## config.mk

```make
export PLATFORM = sky130hd
export DESIGN_NAME = sdram_arbiter_flat
export DESIGN_NICKNAME = d
export VERILOG_FILES = /design/src/rtl/sdram_arbiter_pkg.sv /design/src/rtl/sdram_arbiter_if.sv /design/src/rtl/sdram_arbiter_pick.sv /design/src/rtl/sdram_arbiter.sv /design/src/flat_wrapper.sv
export SDC_FILE = /design/constraint.sdc
export NUM_CORES = 1
export LEC_CHECK = 0
export CAP_MARGIN = 20
export CORE_AREA = 4 4 124 126
export DETAILED_ROUTE_END_ITERATION = 12
export DIE_AREA = 0 0 128 130
export DONT_BUFFER_PORTS = 1
export GPL_TIMING_DRIVEN = 0
export PLACE_DENSITY_LB_ADDON = 0.05
export SLEW_MARGIN = 20
export SYNTH_ARGS = -nofsm -noshare
export SYNTH_HDL_FRONTEND = slang
export SYNTH_SLANG_ARGS = --single-unit
```

## constraint.sdc

```tcl
create_clock -name clk_sdram -period 1.8 [get_ports clk_sdram]
set_input_delay 0.54 -clock clk_sdram [delete_from_list [all_inputs] [get_ports clk_sdram]]
set_output_delay 0.54 -clock clk_sdram [all_outputs]
set_load 0.03 [all_outputs]
```

## src/rtl/sdram_arbiter_pkg.sv

```systemverilog
// Shared constants for the three-way SDRAM request arbiter.
//   - FSM state encoding (IDLE/BUSY/DONE)
//   - requester indices used for grant and ack bit positions
//   - run counter width
package sdram_arbiter_pkg;

    localparam logic [1:0] ST_IDLE = 2'd0;
    localparam logic [1:0] ST_BUSY = 2'd1;
    localparam logic [1:0] ST_DONE = 2'd2;

    localparam logic [1:0] REQ_VIDEO  = 2'd0;
    localparam logic [1:0] REQ_CPU    = 2'd1;
    localparam logic [1:0] REQ_AUX    = 2'd2;
    localparam logic [1:0] GRANT_NONE = 2'd3;

    localparam int RUN_BITS = 4;

endpackage

```

## src/rtl/sdram_arbiter_if.sv

```systemverilog
// Bus bundle between the three requesters, the arbiter and the SDRAM controller.
//
// Handshake:
//   Requester side: req[i] is a valid that stays high, with we/addr/wdata/be
//   stable, until ack[i] pulses for one cycle. There is no separate ready; the
//   ack pulse is the completion. rdata is valid only in the ack cycle.
//   Controller side: ctl_req is a valid held high with all ctl_* fields stable
//   until the controller returns a one-cycle ctl_ack, with ctl_rdata valid in
//   that same cycle.
//
// Modports:
//   slave  - arbiter view (consumes requests, drives controller command)
//   master - environment view (requesters + controller model)
interface sdram_arbiter_if #(
    parameter int ADDR_BITS = 24
);
    logic [2:0]           req;
    logic [2:0]           we;
    logic [ADDR_BITS-1:0] addr_v, addr_c, addr_a;
    logic [31:0]          wdata_v, wdata_c, wdata_a;
    logic [3:0]           be_v, be_c, be_a;
    logic [2:0]           ack;
    logic [31:0]          rdata;
    logic [1:0]           grant;
    logic                 ctl_req;
    logic                 ctl_we;
    logic [ADDR_BITS-1:0] ctl_addr;
    logic [31:0]          ctl_wdata;
    logic [3:0]           ctl_be;
    logic                 ctl_ack;
    logic [31:0]          ctl_rdata;

    modport slave (
        input  req, we, addr_v, addr_c, addr_a, wdata_v, wdata_c, wdata_a,
               be_v, be_c, be_a, ctl_ack, ctl_rdata,
        output ack, rdata, grant, ctl_req, ctl_we, ctl_addr, ctl_wdata, ctl_be
    );

    modport master (
        output req, we, addr_v, addr_c, addr_a, wdata_v, wdata_c, wdata_a,
               be_v, be_c, be_a, ctl_ack, ctl_rdata,
        input  ack, rdata, grant, ctl_req, ctl_we, ctl_addr, ctl_wdata, ctl_be
    );

endinterface

```

## src/rtl/sdram_arbiter_pick.sv

```systemverilog
// Combinational winner selection for the SDRAM arbiter.
// Ports:
//   req_i     - request bits [0]=video [1]=cpu [2]=aux
//   run_cnt_i - consecutive video grants taken while cpu/aux were waiting
//   rr_i      - 0: cpu wins a cpu/aux tie, 1: aux wins
//   winner_o  - winning requester index (GRANT_NONE when nothing requests)
//   valid_o   - at least one request present
module sdram_arbiter_pick
    import sdram_arbiter_pkg::*;
#(
    parameter int VIDEO_MAX_RUN = 4
) (
    input  logic [2:0]          req_i,
    input  logic [RUN_BITS-1:0] run_cnt_i,
    input  logic                rr_i,
    output logic [1:0]          winner_o,
    output logic                valid_o
);

    logic video_blocked;

    // Video yields only once its run is used up and someone else is waiting.
    assign video_blocked = (run_cnt_i == RUN_BITS'(VIDEO_MAX_RUN)) && (req_i[1] || req_i[2]);
    assign valid_o       = |req_i;

    always_comb begin
        winner_o = GRANT_NONE;
        if (req_i[0] && !video_blocked) begin
            winner_o = REQ_VIDEO;
        end else if (req_i[1] && req_i[2]) begin
            winner_o = rr_i ? REQ_AUX : REQ_CPU;
        end else if (req_i[1]) begin
            winner_o = REQ_CPU;
        end else if (req_i[2]) begin
            winner_o = REQ_AUX;
        end
    end

endmodule

```

## src/rtl/sdram_arbiter.sv

```systemverilog
// Three-way arbiter sharing the SDRAM controller request port between the
// video fetcher (fixed priority, bounded run), the CPU and an aux DMA master
// (round-robin between the latter two).
// Ports:
//   clk_sdram   - controller clock
//   rst         - synchronous active-high reset
//   bus         - requester + controller bundle (slave modport)
//   state_dbg_o - current FSM state for observation
module sdram_arbiter
    import sdram_arbiter_pkg::*;
#(
    parameter int ADDR_BITS     = 24,
    parameter int VIDEO_MAX_RUN = 4    // 1..15
) (
    input  logic               clk_sdram,
    input  logic               rst,
    sdram_arbiter_if.slave     bus,
    output logic [1:0]         state_dbg_o
);

    logic [1:0]           state_q, state_d;
    logic                 ctl_req_q, ctl_req_d;
    logic                 ctl_we_q, ctl_we_d;
    logic [ADDR_BITS-1:0] ctl_addr_q, ctl_addr_d;
    logic [31:0]          ctl_wdata_q, ctl_wdata_d;
    logic [3:0]           ctl_be_q, ctl_be_d;
    logic [2:0]           ack_q, ack_d;
    logic [31:0]          rdata_q, rdata_d;
    logic [1:0]           grant_q, grant_d;
    logic [RUN_BITS-1:0]  run_cnt_q, run_cnt_d;
    logic                 rr_q, rr_d;

    logic [1:0]           winner;
    logic                 winner_valid;

    sdram_arbiter_pick #(.VIDEO_MAX_RUN(VIDEO_MAX_RUN)) u_pick (
        .req_i     (bus.req),
        .run_cnt_i (run_cnt_q),
        .rr_i      (rr_q),
        .winner_o  (winner),
        .valid_o   (winner_valid)
    );

    always_comb begin
        state_d     = state_q;
        ctl_req_d   = ctl_req_q;
        ctl_we_d    = ctl_we_q;
        ctl_addr_d  = ctl_addr_q;
        ctl_wdata_d = ctl_wdata_q;
        ctl_be_d    = ctl_be_q;
        ack_d       = 3'b000;
        rdata_d     = rdata_q;
        grant_d     = grant_q;
        run_cnt_d   = run_cnt_q;
        rr_d        = rr_q;

        case (state_q)
            ST_IDLE: begin
                if (winner_valid) begin
                    state_d   = ST_BUSY;
                    ctl_req_d = 1'b1;
                    grant_d   = winner;
                    ctl_we_d  = bus.we[winner];
                    case (winner)
                        REQ_VIDEO: begin
                            ctl_addr_d  = bus.addr_v;
                            ctl_wdata_d = bus.wdata_v;
                            ctl_be_d    = bus.be_v;
                        end
                        REQ_CPU: begin
                            ctl_addr_d  = bus.addr_c;
                            ctl_wdata_d = bus.wdata_c;
                            ctl_be_d    = bus.be_c;
                        end
                        default: begin
                            ctl_addr_d  = bus.addr_a;
                            ctl_wdata_d = bus.wdata_a;
                            ctl_be_d    = bus.be_a;
                        end
                    endcase
                    if (winner == REQ_VIDEO) begin
                        // Only runs taken while others wait count toward the limit.
                        if (bus.req[1] || bus.req[2]) begin
                            if (run_cnt_q != RUN_BITS'(VIDEO_MAX_RUN)) begin
                                run_cnt_d = run_cnt_q + RUN_BITS'(1);
                            end
                        end else begin
                            run_cnt_d = '0;
                        end
                    end else begin
                        run_cnt_d = '0;
                        // Remember who went last so the other wins the next tie.
                        rr_d      = (winner == REQ_CPU);
                    end
                end
            end
            ST_BUSY: begin
                if (bus.ctl_ack) begin
                    state_d   = ST_DONE;
                    ctl_req_d = 1'b0;
                    rdata_d   = bus.ctl_rdata;
                    ack_d     = 3'b001 << grant_q;
                end
            end
            ST_DONE: begin
                // No arbitration here: gives the acked requester a cycle to drop req.
                state_d = ST_IDLE;
                grant_d = GRANT_NONE;
            end
            default: begin
                state_d = ST_IDLE;
                grant_d = GRANT_NONE;
            end
        endcase
    end

    always_ff @(posedge clk_sdram) begin
        if (rst) begin
            state_q     <= ST_IDLE;
            ctl_req_q   <= 1'b0;
            ctl_we_q    <= 1'b0;
            ctl_addr_q  <= '0;
            ctl_wdata_q <= '0;
            ctl_be_q    <= '0;
            ack_q       <= '0;
            rdata_q     <= '0;
            grant_q     <= GRANT_NONE;
            run_cnt_q   <= '0;
            rr_q        <= 1'b0;
        end else begin
            state_q     <= state_d;
            ctl_req_q   <= ctl_req_d;
            ctl_we_q    <= ctl_we_d;
            ctl_addr_q  <= ctl_addr_d;
            ctl_wdata_q <= ctl_wdata_d;
            ctl_be_q    <= ctl_be_d;
            ack_q       <= ack_d;
            rdata_q     <= rdata_d;
            grant_q     <= grant_d;
            run_cnt_q   <= run_cnt_d;
            rr_q        <= rr_d;
        end
    end

    assign bus.ctl_req   = ctl_req_q;
    assign bus.ctl_we    = ctl_we_q;
    assign bus.ctl_addr  = ctl_addr_q;
    assign bus.ctl_wdata = ctl_wdata_q;
    assign bus.ctl_be    = ctl_be_q;
    assign bus.ack       = ack_q;
    assign bus.rdata     = rdata_q;
    assign bus.grant     = grant_q;
    assign state_dbg_o   = state_q;

endmodule

```

## src/flat_wrapper.sv

```systemverilog
// flat-port wrapper written by rule: the top's interface ports become plain ports
module sdram_arbiter_flat import sdram_arbiter_pkg::*;
#(
    parameter int ADDR_BITS     = 24,
    parameter int VIDEO_MAX_RUN = 4            
)
  (clk_sdram, rst, state_dbg_o, bus_req, bus_we, bus_addr_v, bus_addr_c, bus_addr_a, bus_wdata_v, bus_wdata_c, bus_wdata_a, bus_be_v, bus_be_c, bus_be_a, bus_ctl_ack, bus_ctl_rdata, bus_ack, bus_rdata, bus_grant, bus_ctl_req, bus_ctl_we, bus_ctl_addr, bus_ctl_wdata, bus_ctl_be);
  sdram_arbiter_if #(.ADDR_BITS(ADDR_BITS)) bus_i ();
  input  logic clk_sdram;
  input  logic rst;
  output logic [1:0] state_dbg_o;
  input wire logic [$bits(bus_i.req)-1:0] bus_req;
  input wire logic [$bits(bus_i.we)-1:0] bus_we;
  input wire logic [$bits(bus_i.addr_v)-1:0] bus_addr_v;
  input wire logic [$bits(bus_i.addr_c)-1:0] bus_addr_c;
  input wire logic [$bits(bus_i.addr_a)-1:0] bus_addr_a;
  input wire logic [$bits(bus_i.wdata_v)-1:0] bus_wdata_v;
  input wire logic [$bits(bus_i.wdata_c)-1:0] bus_wdata_c;
  input wire logic [$bits(bus_i.wdata_a)-1:0] bus_wdata_a;
  input wire logic [$bits(bus_i.be_v)-1:0] bus_be_v;
  input wire logic [$bits(bus_i.be_c)-1:0] bus_be_c;
  input wire logic [$bits(bus_i.be_a)-1:0] bus_be_a;
  input wire logic [$bits(bus_i.ctl_ack)-1:0] bus_ctl_ack;
  input wire logic [$bits(bus_i.ctl_rdata)-1:0] bus_ctl_rdata;
  output wire logic [$bits(bus_i.ack)-1:0] bus_ack;
  output wire logic [$bits(bus_i.rdata)-1:0] bus_rdata;
  output wire logic [$bits(bus_i.grant)-1:0] bus_grant;
  output wire logic [$bits(bus_i.ctl_req)-1:0] bus_ctl_req;
  output wire logic [$bits(bus_i.ctl_we)-1:0] bus_ctl_we;
  output wire logic [$bits(bus_i.ctl_addr)-1:0] bus_ctl_addr;
  output wire logic [$bits(bus_i.ctl_wdata)-1:0] bus_ctl_wdata;
  output wire logic [$bits(bus_i.ctl_be)-1:0] bus_ctl_be;
  assign bus_i.req = bus_req;
  assign bus_i.we = bus_we;
  assign bus_i.addr_v = bus_addr_v;
  assign bus_i.addr_c = bus_addr_c;
  assign bus_i.addr_a = bus_addr_a;
  assign bus_i.wdata_v = bus_wdata_v;
  assign bus_i.wdata_c = bus_wdata_c;
  assign bus_i.wdata_a = bus_wdata_a;
  assign bus_i.be_v = bus_be_v;
  assign bus_i.be_c = bus_be_c;
  assign bus_i.be_a = bus_be_a;
  assign bus_i.ctl_ack = bus_ctl_ack;
  assign bus_i.ctl_rdata = bus_ctl_rdata;
  assign bus_ack = bus_i.ack;
  assign bus_rdata = bus_i.rdata;
  assign bus_grant = bus_i.grant;
  assign bus_ctl_req = bus_i.ctl_req;
  assign bus_ctl_we = bus_i.ctl_we;
  assign bus_ctl_addr = bus_i.ctl_addr;
  assign bus_ctl_wdata = bus_i.ctl_wdata;
  assign bus_ctl_be = bus_i.ctl_be;
  sdram_arbiter #(.ADDR_BITS(ADDR_BITS), .VIDEO_MAX_RUN(VIDEO_MAX_RUN)) u_core (.clk_sdram(clk_sdram), .rst(rst), .bus(bus_i), .state_dbg_o(state_dbg_o));
endmodule
```

## Word level (Yosys, flattened, before mapping)

Index checks and enable logic that the tools add are counted.

| word-level totals | value |
|---|---|
| input bits | 221 |
| flip-flop bits (word level) | 106 |
| output and inout bits | 101 |

| cells by class | value |
|---|---|
| reduce and logical (&&, ||, !) cells | 17 |
| order comparisons | 1 |
| add/sub/neg operators | 1 |
| mux-type cells | 21 |
| shifts and indexed selects | 1 |
| bitwise logic cells | 3 |
| equal/unequal tests | 7 |

Operator list:

| kind | count |
|---|---|
| $pmux 32 s2 | 1 |
| $pmux 24 s2 | 1 |
| $mux 2 | 7 |
| $mux 4 | 3 |
| $reduce_and 3->1 | 3 |
| $pmux 2 s2 | 2 |
| $pmux 4 s2 | 1 |
| $reduce_and 2->1 | 4 |
| $reduce_or 3->1 | 2 |
| $add 4x1->4 const B | 1 |
| $eq 2x1->1 const B | 2 |
| $eq 4x3->1 const B | 1 |
| $logic_not 2->1 | 2 |
| $mux 1 | 4 |
| $ne 2x2->1 const B | 2 |
| $ne 4x3->1 const B | 1 |
| $logic_and 1x1->1 | 3 |
| $lt 2x3->1 const B | 1 |
| $ne 3x3->1 const B | 1 |
| $not 1->1 | 3 |
| $shl 1x2->3 const A | 1 |
| $bmux 1 s2 | 1 |
| $pmux 1 s2 | 1 |
| $reduce_bool 2->1 | 1 |
| 2 further kinds | 2 |

## Longest topological paths before layout

Gate-level depths: netlist of the first run.

| depth | value |
|---|---|
| depth in word-level cells | 8 |
| gate-level depth with buffers | 8 |

## Cells and area by module

Synthesis of the first run repeated with hierarchy kept, for this count alone.

| unflattened totals | value |
|---|---|
| cell total of the unflattened synthesis | 549 |
| area total of the unflattened synthesis | 4,857.2 µm² |

Modules (own cells, without submodules):

| module | area an instance (µm²) | times used | cells each |
|---|---|---|---|
| sdram_arbiter | 4,790.8 | 1 | 539 |
| sdram_arbiter_pick | 66.3 | 1 | 10 |

## Worst setup path before layout of the first run

No wires, ideal clock.

| path | value |
|---|---|
| kind | in2reg |
| start point | in bus_req[0] |
| end point | reg u_core.run_cnt_q[3] |
| data arrival time | 1,797 ps |
| setup time | 70 ps |
| stages | 6 |
| data required time | 1,730 ps |
| slack | -68 ps |
| cells stage by stage | buf_2 -> nor3_2 -> or3_1 -> buf_2 -> or4_1 -> a21oi_1 |

| on the way | value |
|---|---|
| longest elaborated chain between the ends | 5 |

RTL lines:

| element | RTL line | RTL |
|---|---|---|
| start, declared | flat_wrapper.sv:12 | `input wire logic [$bits(bus_i.req)-1:0] bus_req;` |
| $logic_and 1x1->1 | sdram_arbiter_pick.sv:28 | `if (req_i[0] && !video_blocked) begin` |
| $mux 2 | sdram_arbiter_pick.sv:28 |  |
| $logic_not 2->1 | sdram_arbiter.sv:81 | `if (winner == REQ_VIDEO) begin` |
| $ne 3x3->1 (no line) | n/a |  |
| $reduce_and 3->1 (no line) | n/a |  |
| end signal, assigned | sdram_arbiter.sv:140 | `run_cnt_q <= run_cnt_d;` |
| end, declared | sdram_arbiter.sv:30 | `logic [RUN_BITS-1:0] run_cnt_q, run_cnt_d;` |

Parallel ways exist; a longest one is shown, timed or not.
A chain may end at the register's enable or synchronous reset.

## Final worst setup path of the first run

| path | value |
|---|---|
| start point | reg u_core.run_cnt_q[0] |
| end point | reg u_core.ctl_wdata_q[13], in the netlist u_core.bus.ctl_wdata[13] |

| on the way | value |
|---|---|
| longest elaborated chain between the ends | 7 |

RTL lines:

| element | RTL line | RTL |
|---|---|---|
| $eq 4x3->1 (*) | sdram_arbiter_pick.sv:23 | `assign video_blocked = (run_cnt_i == RUN_BITS'(VIDEO_MAX_RUN)) && (req_i[1] \|\| req_i[2]);` |
| $logic_and 1x1->1 (*) | sdram_arbiter_pick.sv:23 |  |
| $logic_not 1->1 (*) | sdram_arbiter_pick.sv:28 |  |
| $logic_and 1x1->1 (*) | sdram_arbiter_pick.sv:28 |  |
| $mux 2 (*) | sdram_arbiter_pick.sv:28 |  |
| $eq 2x1->1 or $logic_not 2->1 (tied branches) | sdram_arbiter.sv:64 | `case (winner)` |
| $pmux 32 s2 (*) | sdram_arbiter.sv:64 |  |
| end signal, assigned | sdram_arbiter.sv:135 | `ctl_wdata_q <= ctl_wdata_d;` |
| end, declared | sdram_arbiter.sv:25 | `logic [31:0] ctl_wdata_q, ctl_wdata_d;` |

Mark *: on every way between the ends. The rest lies on a longest branch, timed or not.

==> summary.md, run 1 <==
| Metric | Value |
|---|---|
| Die height | 130 um |
| Final Slew Violations | 0 |
| TritonCTS buffer count | 9 |
| Final critical-path required period | 1700 ps |
| Largest family of logic cells by synthesized area | simple AND/OR/NAND/NOR gates |
| Fraction of layout instances using a drive strength above 1 | 0.120 |
| Starting density of the core | 0.354 |
| Mux cell area share after synthesis | 0.0197 |
| Slew @ Worst Pin | 629 ps |
| CP startpoint kind | flip-flop |
| CP endpoint kind | flip-flop |
| Fin crit share | 0.944 |
| Antenna violations before repair | 1 |
| Seq/Total Area, Yosys | 0.418 |
| Drc violations | 0 |
| Max VDD drop | 0.443 mV |
| Worst-Skew Late Latency | 350 ps |
| Worst Path Max Fanout | 10 |
| Post-synthesis xor/xnor area fraction | 0 |
| # IOs | 322 |
| Die Span X | 128 um |
| Largest net degree at the start of global routing | 16 |
| Grt ovf | 0 |
| Clock skew | 5.66 ps |
| Die area | 16,600 sq um |
| H-tree levels | 3 |
| #FFs+latches synth | 106 |
| Post-synthesis simple-gate area fraction | 0.277 |
| Global-route wire length before repair | 26,400 um |
| Post-Route Setup TNS | 0 ps |
| Worst reg2reg path depth | 7 |
| Endpoints failing setup | 0 |
| Vias in the first global route | 4,610 |
| RePlAce Congestion | 0.805 |
| Drt first pass iters | 4 |
| Status | finished, final reports clean |
| Post-route ant nets | 0 |
| Yosys warning count | 0 |
| Cell Area, Synth | 5070 sq um |
| # diodes | 0 |
| Post-synthesis cell type count | 35 |
| Power density cells | 1020 nW/um^2 |
| Crit path kind | reg2reg |
| Drt wl/cell | 22.1 um |
| Area leader, netlist | dfxtp_1 |
| Gate Count Post-Synth | 619 |
| Synth Net Count | 842 |
| Req. time, crit path | 2030 ps |
| I/O Buffers | 0 |
| CTS Hold Buffers Added | 0 |
| Root Driver | clkbuf_16 |
| Clock sinks | 106 |
| Lkg Pwr | 2.08 nW |
| Clk slew on worst S/H paths | 70 ps |
| Slew headroom | 0.580 |
| DP HPWL | 14,200 um |
| Crit path from | u_core.run_cnt_q[0] |
| DR iter-0 viols | 152 |
| Worst Hold Class | in2reg |
| Site Rows | 44 |
| Via count | 4,606 |
| Adder-cell area share of the yosys netlist | 0.00493 |
| Mean Syn Cell Area | 8.20 sq um |
| Fmax | 588 MHz |
| Max-cap viol count | 0 |
| Hold Path Cell Cnt | 2 |
| Nets@finish | 862 |
| CP arrival | 1930 ps |
| CTS tree | built |
| Layout area overhead | 16.6% |
| RSZ-0062 raised after global routing | yes |
| Clk buf depth | 2 |
| Dominant cells by area after synthesis | dfxtp_1 42%, a211oi_1 9.0%, nand3b_1 7.7% |
| Synth top area share | 0.418 |
| Synth Area in Compound Gates | 0.232 |
| Final wirelength | 18,300 um |
| All-Layer GR Usage | 0.206 |
| Layout fillers | 1,493 |
| Hold Fails Final Rpt | 0 |
| Worst reg2reg path startpoint | u_core.run_cnt_q[0] |
| Final Power | 6.06 mW |
| Core box area | 14,300 sq um |
| Hold_sp | bus_ctl_rdata[6] |
| Via-per-instance ratio | 5.57 |
sequential cells by signal, indices dropped and copies added, names as in the netlist:
name                  cells
u_core.bus.ctl_wdata     32
u_core.bus.rdata         32
u_core.bus.ctl_addr      24
u_core.bus.ctl_be         4
u_core.run_cnt_q          4
u_core.bus.ack            3
u_core.bus.grant          2
u_core.state_dbg_o        2
u_core.bus.ctl_req        1
u_core.bus.ctl_we         1
u_core.rr_q               1
per-layer routing:
layer / vias up / wire, um / global-route usage
met5: - / 13 / 0
li1: 2226 / - / -
met4: 2 / 383 / 0.0718
met2: 206 / 9120 / 0.362
met1: 2146 / 7010 / 0.233
met3: 26 / 1760 / 0.0720
worst max-delay path, stage by stage, from the launching register on:
cell and delay, ps:
dfxtp_2 340, inv_1 60, ha_1 140, nand3b_1 210, o21a_4 360, buf_6 170, a211oi_1 220, o31ai_1 110
per-stage QoR:
| step | hold slack [ps] | util | area [sq um] | setup WS (ps) | std cells |
|---|---|---|---|---|---|
| 2_1_floorplan | 462 | - | 5080 | -29.8 | 619 |
| 3_3_place_gp | 486 | 0.371 | 5310 | -519 | 803 |
| 3_5_place_dp | 490 | 0.371 | 5310 | -617 | 803 |
| 4_1_cts | 308 | 0.402 | 5750 | 3.41 | 823 |
| 5_1_grt | 321 | 0.413 | 5920 | -16.4 | 827 |
| 6_report | 323 | 0.413 | 5920 | 99.9 | 827 |
report_power, final:
group | leakage (nW) | total, mW | switching [mW] | internal (mW)
logic | 1.06 | 0.870 | 0.503 | 0.367
registers | 0.874 | 3.13 | 0.576 | 2.55
clock network | 0.147 | 2.06 | 0.850 | 1.21
total | 2.08 | 6.06 | 1.93 | 4.13
cell usage after synthesis, drive strengths merged:
cell / n
a211oi: 61
a21boi: 3
a21oi: 47
a221oi: 1
a22oi: 1
a2bb2oi: 1
a32o: 2
buf: 17
clkbuf: 41
dfxtp: 106
ha: 2
inv: 3
mux2i: 10
nand2: 72
nand2b: 3
nand3: 2
nand3b: 52
nor2: 67
nor2b: 61
nor3: 3
nor4: 1
nor4b: 2
o21a: 1
o21ai: 3
o311ai: 1
o31ai: 50
or2: 2
or3: 3
or4: 1
worst paths after layout:
kind,to,slack (ps)
setup / recovery,u_core.bus.ctl_wdata[13],100
hold / removal,u_core.bus.rdata[6],320
setup reg to reg,u_core.bus.ctl_wdata[13],100
hold reg to reg,u_core.run_cnt_q[1],470
layout make-up:
| cell class | instances | area [sq um] | area share |
|---|---|---|---|
| Sequential cell | 106 | 2130 | 0.360 |
| Buffer | 57 | 345 | 0.0584 |
| Clock inverter | 3 | 65.1 | 0.0110 |
| Clock buffer | 12 | 236 | 0.0400 |
| Timing Repair Buffer | 10 | 104 | 0.0176 |
| Multi-Input combinational cell | 452 | 2800 | 0.473 |
| Tap cell | 184 | 230 | 0.0389 |
| Inverter | 3 | 11.3 | 0.00190 |
placed cells by master (no fill, tap or decap), drive strengths merged:
cell type	netlist	final
o21ai	3	3
or4	1	1
clkbuf	41	47
o21a	1	1
dfxtp	106	106
buf	17	32
nand2b	3	3
bufinv	0	2
clkinv	0	1
a21boi	3	3
nor4	1	1
mux2i	10	10
a21oi	47	47
ha	2	2
nor2	67	67
nor4b	2	2
a32o	2	2
a211oi	61	61
o311ai	1	1
or3	3	3
nand3b	52	52
o31ai	50	50
a221oi	1	1
inv	3	3
a22oi	1	1
nand3	2	2
nor2b	61	61
nor3	3	3
a2bb2oi	1	1
nand2	72	72
or2	2	2
what timing repair did:
| item | 4_1_cts | 5_1_grt |
|---|---|---|
| setup buffers | 6 | 4 |
| pin swaps | 2 | 14 |
| cloned | 0 | 0 |
| resized for setup | 32 | 65 |
| setup endpoints to repair | 93 | 93 |
logic make-up after synthesis:
logic type / Yosys count
AND/OR/NAND/NOR: 269
AO/OA/AOI/OAI: 171
flip-flops: 106
buffers and inverters: 61
adder cells (fa/ha/maj): 2
multiplexers: 10
Power figures use the tool's default switching activity.
==> run 2: changes to the inputs <==
- ABC_CLOCK_PERIOD_IN_PS: unset -> 1800
- CORE_AREA: 4 4 124 126 -> 2 2 125 127
- DIE_AREA: 0 0 128 130 -> 0 0 127 129
- RECOVER_POWER: unset -> 50
==> summary.md, run 2 (same netlist as run 1, synthesis figures left out) <==
| Metric | Value |
|---|---|
| Buf/Inv on CP | 3 (+1) |
| Slowest cell on crit path | dfxtp_1 |
| Wire length on met1 | 7160 um (+2.1%) |
| All-Layer GR Usage | 0.211 (+0.00554) |
| Family with the most delay on the worst path | buffers and inverters |
| Worst Hold Class | in2reg |
| Final WS setup | 72.5 ps (-27.4 ps) |
| Fin area | 6040 sq um (+2.2%) |
| Site Rows | 45 (+2.3%) |
| Post-Route Setup TNS | 0 ps (unchanged) |
| Crit path top cell by count | buf_4 |
| Drt wl/cell | 21.9 um (-0.93%) |
| DR top layer | met4 |
| Final wirelength | 18,300 um (-0.21%) |
| Nets@finish | 863 (+0.12%) |
| CTS tree | built |
| Largest net degree at the start of global routing | 17 (+1) |
| Met3 WL post-DR | 1570 um (-11%) |
| Grt ovf | 0 (unchanged) |
| Placement Setup Slack | -575 ps (+42.0 ps) |
| # IOs | 322 (unchanged) |
| Fraction of layout instances using a drive strength above 1 | 0.166 (+0.0464) |
| Antenna violations before repair | 1 (unchanged) |
| Layout Utilization | 0.404 (-0.00978) |
| Req. time, crit path | 2060 ps (+30 ps) |
| Starting density of the core | 0.339 (-0.0157) |
| Slew headroom | 0.526 (-0.0539) |
| CP arrival | 1990 ps (+60 ps) |
| Max VDD drop | 0.449 mV (+1.3%) |
| Clock skew | 10.5 ps (+4.80 ps) |
| Fin crit share | 0.960 (+0.0152) |
| Global-route wire length before repair | 26,500 um (+0.39%) |
| Die height | 129 um (-0.77%) |
| Lkg Pwr | 2.10 nW (+0.79%) |
| CP cell instances | a21boi_4 > buf_4 > buf_4 > clkbuf_4 > a211oi_1 > o31ai_1 |
| Die Span X | 127 um (-0.78%) |
| Clk slew on worst S/H paths | 80 ps (about the same) |
| Clock sinks | 106 (unchanged) |
| CP endpoint kind | flip-flop |
| DR WL met2 | 9080 um (-0.44%) |
| DP HPWL | 13,800 um (-2.8%) |
| TritonCTS buffer count | 9 (unchanged) |
| Status | finished, final reports clean |
| Core box area | 15,000 sq um (+4.6%) |
| Crit path kind | reg2reg |
| Final critical-path required period | 1730 ps (+27.4 ps) |
| CTS Hold Buffers Added | 0 (unchanged) |
| Final Slew Violations | 0 (unchanged) |
| Post-route ant nets | 0 (unchanged) |
| H-tree levels | 3 (unchanged) |
| RePlAce Congestion | 0.791 (-1.8%) |
| I/O Buffers | 0 (unchanged) |
| Fmax | 579 MHz (-1.6%) |
| Via count | 4,676 (+1.5%) |
| Most frequent cells in the layout | 102 x dfxtp_1, 72 x nand2_1, 67 x nor2_1 |
| Endpoints failing setup | 0 (unchanged) |
| Worst Path Max Fanout | 10 (unchanged) |
| Drt first pass iters | 4 (unchanged) |
| RSZ-0062 raised after global routing | yes |
| CP startpoint kind | flip-flop |
| Commonest non-fill, non-tap cell in the layout | dfxtp_1 |
| Layout area overhead | 19.1% |
| Final Power | 6.09 mW (+0.42%) |
| Root Driver | clkbuf_16 |
| Via-per-instance ratio | 5.61 (+0.79%) |
| Clk buf depth | 2 (unchanged) |
| Power density cells | 1010 nW/um^2 (-1.7%) |
| Vias in the first global route | 4,613 (+0.065%) |
| Die area | 16,400 sq um (-1.5%) |
| Max incr delay on CP | 340 ps (-20 ps) |
| Worst-Skew Late Latency | 350 ps (about the same) |
| Post-DP Area | 5320 sq um (about the same) |
| Drc violations | 0 (unchanged) |
| DR iter-0 viols | 161 (+5.9%) |
| Hold Fails Final Rpt | 0 (unchanged) |
| Slew @ Worst Pin | 710 ps (+80.9 ps) |
| Max-cap viol count | 0 (unchanged) |
-- run 2: cell count changes in the layout (fill, tap and decap cells not counted), sizes merged --
cell      change
buf           +3
bufinv        -1
clkbuf        -3
clkinv        +1
clkinvlp      +1
diode         +1
-- run 2: metrics by stage --
stage,hold slack [ps],std cells
after global routing,311,833
after floorplan,462,619
after detailed placement,489,807
final,319,833
after CTS,303,832
after global placement,482,807
-- run 2: layer usage --
metal  GRT usage  vias up
li1            -     2229
met1       0.243     2197
met2       0.369      221
met3      0.0661       29
met4      0.0827        0
met5           0        -
-- run 2: worst paths after layout --
| check | startpoint | endpoint | slack (ps) | cells after the start |
|---|---|---|---|---|
| worst min-delay path | bus_ctl_rdata[19] | u_core.bus.rdata[19] | 320 | 2 |
| worst min register to register | u_core.run_cnt_q[1] | u_core.run_cnt_q[1] | 480 | 2 |
| worst max register to register | u_core.rr_q | u_core.bus.ctl_addr[16] | 70 | 6 |
| worst max-delay path | u_core.rr_q | u_core.bus.ctl_addr[16] | 70 | 6 |
-- run 2: what timing repair did --
| action | 4_1_cts | 5_1_grt |
|---|---|---|
| gates resized for setup | 40 | 75 |
| pin swaps | 4 | 11 |
| buffers inserted | 11 | 2 |
| setup endpoints to repair | 94 | 85 |
-- run 2: cell type report --
type,count,area [sq um]
diodes,1,2.50
plain buffers,56,317
clock buffers,11,253
clock inverters,4,51.3
fillers,1561,8930
inverters,3,13.8
multi-input cells,452,2940
flip-flops and latches,106,2130
well taps,188,235
repair buffers,12,97.6
-- run 2: report_power, final --
part / internal (mW) / switching (mW) / leakage (nW)
combinational: 0.377 / 0.530 / 1.08
clock: 1.15 / 0.900 / 0.148
sequential: 2.55 / 0.580 / 0.874
-- run 2: worst register-to-register path: stages (launching register included) --
cell,delay (ps)
dfxtp_1,340
a21boi_4,220
buf_4,220
buf_4,230
clkbuf_4,270
a211oi_1,100
o31ai_1,260
==> run 3: changes to the inputs <==
- SLEW_MARGIN: 20 -> 15
==> results of run 3 <==
Final layout, timing and power as in run 2 (identical DEF).
